==> src/rtl/pipeline_hazard_controller.sv <==
// pipeline_hazard_controller: forwarding, stall/flush and HI/LO busy control for a 5-stage MIPS pipeline
module pipeline_hazard_controller #(
  parameter int REG_ADDR_W   = 5,
  parameter int MULT_LATENCY = 4,
  parameter int DIV_LATENCY  = 32,
  parameter int COUNT_W      = 32
) (
  input  logic                  clk,
  input  logic                  reset,
  input  logic                  branch_decode,
  input  logic                  hilo_read_decode,
  input  logic                  muldiv_decode,
  input  logic [REG_ADDR_W-1:0] rs_decode,
  input  logic [REG_ADDR_W-1:0] rt_decode,
  input  logic [REG_ADDR_W-1:0] rs_execute,
  input  logic [REG_ADDR_W-1:0] rt_execute,
  input  logic [REG_ADDR_W-1:0] write_register_execute,
  input  logic                  register_write_execute,
  input  logic                  memory_to_register_execute,
  input  logic                  muldiv_start_execute,
  input  logic                  muldiv_is_div_execute,
  input  logic [REG_ADDR_W-1:0] write_register_memory,
  input  logic                  register_write_memory,
  input  logic                  memory_to_register_memory,
  input  logic                  mem_access_memory,
  input  logic                  mem_ready,
  input  logic [REG_ADDR_W-1:0] write_register_writeback,
  input  logic                  register_write_writeback,
  output logic                  stall_fetch,
  output logic                  stall_decode,
  output logic                  stall_execute,
  output logic                  stall_memory,
  output logic                  flush_execute,
  output logic                  flush_writeback,
  output logic                  forward_decode_a,
  output logic                  forward_decode_b,
  output logic [1:0]            forward_execute_a,
  output logic [1:0]            forward_execute_b,
  output logic                  muldiv_busy,
  output logic [COUNT_W-1:0]    stall_cycles
);
  localparam int CNT_W = DIV_LATENCY > 1 ? $clog2(DIV_LATENCY) : 1;
  typedef enum logic {IDLE, BUSY} state_t;
  state_t state_q, state_d;
  logic [CNT_W-1:0] cnt_q, cnt_d;
  logic [COUNT_W-1:0] stall_cycles_q, stall_cycles_d;
  logic mem_wait, lwstall, branchstall, hilostall, hazard, busy;
  logic ex_hit_rs, ex_hit_rt, mem_hit_rs, mem_hit_rt;
  logic [1:0] fwd_a, fwd_b;
  // hazard detection and forwarding select; outputs are held low while reset is asserted
  always_comb begin
    busy        = state_q == BUSY;
    mem_wait    = mem_access_memory && !mem_ready;
    lwstall     = memory_to_register_execute && rt_execute != '0 &&
                  (rs_decode == rt_execute || rt_decode == rt_execute);
    ex_hit_rs   = register_write_execute && write_register_execute != '0 && write_register_execute == rs_decode;
    ex_hit_rt   = register_write_execute && write_register_execute != '0 && write_register_execute == rt_decode;
    mem_hit_rs  = memory_to_register_memory && write_register_memory != '0 && write_register_memory == rs_decode;
    mem_hit_rt  = memory_to_register_memory && write_register_memory != '0 && write_register_memory == rt_decode;
    branchstall = branch_decode && (ex_hit_rs || ex_hit_rt || mem_hit_rs || mem_hit_rt);
    hilostall   = (hilo_read_decode || muldiv_decode) && busy;
    hazard      = !mem_wait && (lwstall || branchstall || hilostall);
    fwd_a = (rs_execute != '0 && rs_execute == write_register_memory && register_write_memory) ? 2'b10 :
            (rs_execute != '0 && rs_execute == write_register_writeback && register_write_writeback) ? 2'b01 : 2'b00;
    fwd_b = (rt_execute != '0 && rt_execute == write_register_memory && register_write_memory) ? 2'b10 :
            (rt_execute != '0 && rt_execute == write_register_writeback && register_write_writeback) ? 2'b01 : 2'b00;
    stall_fetch       = !reset && (mem_wait || hazard);
    stall_decode      = !reset && (mem_wait || hazard);
    stall_execute     = !reset && mem_wait;
    stall_memory      = !reset && mem_wait;
    flush_writeback   = !reset && mem_wait;
    flush_execute     = !reset && hazard;
    forward_decode_a  = !reset && rs_decode != '0 && rs_decode == write_register_memory && register_write_memory;
    forward_decode_b  = !reset && rt_decode != '0 && rt_decode == write_register_memory && register_write_memory;
    forward_execute_a = reset ? 2'b00 : fwd_a;
    forward_execute_b = reset ? 2'b00 : fwd_b;
    muldiv_busy       = !reset && busy;
    stall_cycles      = reset ? '0 : stall_cycles_q;
  end
  // HI/LO occupancy countdown and saturating stall counter next-state
  always_comb begin
    state_d = state_q;
    cnt_d   = cnt_q;
    if (state_q == IDLE && muldiv_start_execute && !mem_wait) begin
      state_d = BUSY;
      cnt_d   = muldiv_is_div_execute ? CNT_W'(DIV_LATENCY - 1) : CNT_W'(MULT_LATENCY - 1);
    end else if (state_q == BUSY) begin
      state_d = cnt_q == '0 ? IDLE : BUSY;
      cnt_d   = cnt_q == '0 ? cnt_q : cnt_q - CNT_W'(1);
    end
    stall_cycles_d = (stall_fetch && stall_cycles_q != '1) ? stall_cycles_q + COUNT_W'(1) : stall_cycles_q;
  end
  // state registers
  always_ff @(posedge clk) begin
    if (reset) begin
      state_q        <= IDLE;
      cnt_q          <= '0;
      stall_cycles_q <= '0;
    end else begin
      state_q        <= state_d;
      cnt_q          <= cnt_d;
      stall_cycles_q <= stall_cycles_d;
    end
  end
endmodule

==> config.mk <==
export PLATFORM = sky130hd
export DESIGN_NAME = pipeline_hazard_controller
export DESIGN_NICKNAME = d
export VERILOG_FILES = /design/src/rtl/pipeline_hazard_controller.sv
export SDC_FILE = /design/constraint.sdc
export NUM_CORES = 1
export LEC_CHECK = 0
export BUFFER_PORTS_ARGS = -buffer_cell sky130_fd_sc_hd__buf_2
export CORE_MARGIN = 5
export CORE_UTILIZATION = 25
export DETAILED_ROUTE_END_ITERATION = 8
export GPL_TIMING_DRIVEN = 0
export HOLD_SLACK_MARGIN = 0.03
export PLACE_DENSITY = 0.47
export RECOVER_POWER = 50
export SLEW_MARGIN = 15
export SYNTH_ARGS = -nofsm -noshare
export SYNTH_HDL_FRONTEND = slang
export SYNTH_SLANG_ARGS = --single-unit
==> constraint.sdc <==
create_clock -name clk -period 1.91 [get_ports clk]
set_input_delay 0 -clock clk [delete_from_list [all_inputs] [get_ports clk]]
set_output_delay 0 -clock clk [all_outputs]
set_load 0.02 [all_outputs]
==> results.json <==
{
  "async_flop_share_pct": 0,
  "finalHoldViolations": 0,
  "multi_input_area_um2": 2402,
  "r2r_cells": 6,
  "use_met1_pct": 16.70,
  "cts_hold_buf": 0,
  "relSlewSlack_pct": 63.92,
  "clock_path_buffers": 2,
  "drt_wl_total_um": 9910,
  "synth_top_area_share_pct": 24.39,
  "postSynthAreaPerCell_um2": 8.123,
  "ys_seq_area_share_pct": 24.39,
  "fin_nets": 551,
  "die_w_um": 121.7,
  "cap_violations": 0,
  "fmax_ghz": 0.4807,
  "dp.cells": 635,
  "syn_nets": 436,
  "min_path_type": "input pin to register",
  "yosys_register_bits": 38,
  "clkLatencyLatePin_ns": 0.29,
  "top_usage_layer": "met2",
  "min_delay_path_depth": 3,
  "grt_pass1_wl_um": 16460,
  "cp.required_ns": 2.09,
  "rsz0062_at_grt": "yes",
  "period_share_pct": 108.9,
  "grt_antenna_before_repair": 0,
  "grt_use_met3_pct": 3.343,
  "vias": 3190,
  "critPathCaptureType": "register",
  "die_area_um2": 14810,
  "rrSetupSlack_ns": -0.17,
  "ant_nets": 0,
  "synth_area_leaders": "dfxtp_1 (24%), xnor2_1 (12%), nor2b_1 (6.8%)",
  "synth_warnings": 0,
  "grt_max_degree": 20,
  "crit_path_start_kind": "register",
  "setup_tns_ns": -1.692,
  "rows": 40,
  "grtUsageMet2_pct": 24.15,
  "crit_cells": 6,
  "wl_per_cell_um": 14.84,
  "setup_viol": 16,
  "grt_pass1_vias": 3385,
  "portBuffers": 83,
  "coreArea_um2": 12110,
  "path_class": "register to register",
  "max_slew.worst_pin.slew_ns": 0.5412,
  "ys_types": 53,
  "die_h_um": 121.7,
  "yosysTopAreaCell": "dfxtp_1",
  "ff_latch_area_um2": 789.5,
  "globalplace.congestion": 0.8842,
  "finalMaxSlewViolations": 0,
  "syn_inst": 384,
  "worst_slack_ns": -0.1705,
  "clk_pin_slew_worst_paths_ns": 0.06,
  "crit_fanout": 6,
  "outcome": "finished with violations",
  "start_util_pct": 25.75,
  "diodes": 0,
  "numCtsBuffers": 5,
  "fin_crit_ns": 2.081,
  "synth_edf_count": 0,
  "arrival_ns": 2.26,
  "grt_overflow": 0,
  "via_per_inst": 4.775,
  "fin_worst_skew_ns": 0.008027,
  "hpwl_um": 7671,
  "final_cell_mix": "buf_2 (61), xnor2_1 (44), clkbuf_1 (37)",
  "synth_area_um2": 3119,
  "cts.sinks": 38,
  "area_delta_synth_final_pct": 39.63,
  "layout.cells.non_filler": 668,
  "max_stage_delay_ns": 0.57,
  "cts_tree": "yes",
  "peakVddDrop_v": 0.0002337,
  "synth_flop_cell": "dfxtp_1",
  "firstDrtPassIters": 4,
  "cts_root_buffer": "clkbuf_16",
  "htree_levels": 2,
  "drive_gt1_share_pct": 36.80,
  "p_leak_nw": 1.620,
  "layout_commonest_cell": "buf_2",
  "cp_cell_sequence": "nand4_1 > or4_4 > or2_4 > nor2_4 > nor4b_4 > mux2_4",
  "drt_iter0_drc": 109,
  "power_density_nw_per_um2": 508.8,
  "violations": "negative setup slack",
  "boundaryPins": 94,
  "nFillCells": 1317,
  "slowest_stage": "or4_4",
  "crit_family": "simple AND/OR/NAND/NOR gates",
  "grtUsageTotal_pct": 13.55,
  "crit_buf_inv": 0,
  "drc": 0
}
-- worst paths after layout --
check,from,endpoint
worst min register to register,stall_cycles_q[30]$_SDFFE_PP0P_,stall_cycles_q[30]$_SDFFE_PP0P_
worst max register to register,stall_cycles_q[13]$_SDFFE_PP0P_,stall_cycles_q[27]$_SDFFE_PP0P_
worst min-delay path,reset,stall_cycles_q[5]$_SDFFE_PP0P_
worst max-delay path,stall_cycles_q[13]$_SDFFE_PP0P_,stall_cycles_q[27]$_SDFFE_PP0P_
-- kinds of logic after synthesis --
group / count (synthesis) / share of synthesized area, %
compound gates: 45 / 8.584
xor+xnor: 53 / 14.88
fa+ha+maj: 3 / 1.203
buf+inv: 33 / 6.177
flops: 38 / 24.39
mux: 18 / 7.822
simple gates: 194 / 36.94
-- worst min-delay path, cell delays in order --
cell	delay (ns)
buf_2	0.11
or4_1	0.11
nand2_1	0.04
-- layout make-up --
cell class | instances | area share (%)
buffer | 25 | 4.022
clock buffer | 7 | 3.275
clock inverter | 1 | 0.1149
inverter | 7 | 0.6033
multi-input combinational | 313 | 55.16
sequential | 38 | 18.13
tap | 168 | 4.826
timing repair buffer | 109 | 13.88
-- sequential cells by signal, summed over array words and instances (netlist names) --
register	count
busy	1
cnt_q	5
stall_cycles_q	32
-- power breakdown --
group	leakage, nW	switching [W]	internal (W)	total, W
Clock	0.0739	0.000330	0.000518	0.000848
Sequential	0.316	0.0000341	0.000813	0.000847
Combinational	1.23	0.000288	0.000232	0.000521
Total	1.62	0.000653	0.00156	0.00222
-- per-stage QoR --
step	util, %	total power, W	hold WS [ns]	instance area, um^2	worst slack [ns]
final	35.96	0.002216	0.02425	4355	-0.1705
after floorplan	-	0.001193	0.1699	3127	-0.07061
after global placement	30.98	0.001352	0.3290	3752	-0.3578
after CTS	34.81	0.002227	0.03250	4217	-0.2005
after detailed placement	30.98	0.001363	0.3373	3752	-0.3927
after global routing	35.96	0.002326	0.03857	4355	-0.2721
-- routing by layer --
metal  part of all wire, %  up-vias
li1                      -     1594
met1                    45     1511
met2                    48       78
met3                   6.2        7
met4                  0.71        0
met5                     0        -
-- timing repair --
action / CTS / global route
endpoints found under the setup margin: 42 / 34
setup buffers: 18 / 9
resized for setup: 43 / 33
pin swaps: 11 / 17
-- Yosys cell counts (9+ instances only) --
cell / instances
and3_1: 9
a21oi_1: 22
xnor2_1: 44
nor3_2: 9
dfxtp_1: 38
nand2_1: 14
buf_2: 9
nor2_1: 36
nand4_1: 17
mux2_4: 11
nor2b_1: 34
nand3_1: 26
xor2_1: 9
No activity file was read; power rests on OpenSTA's default activity.
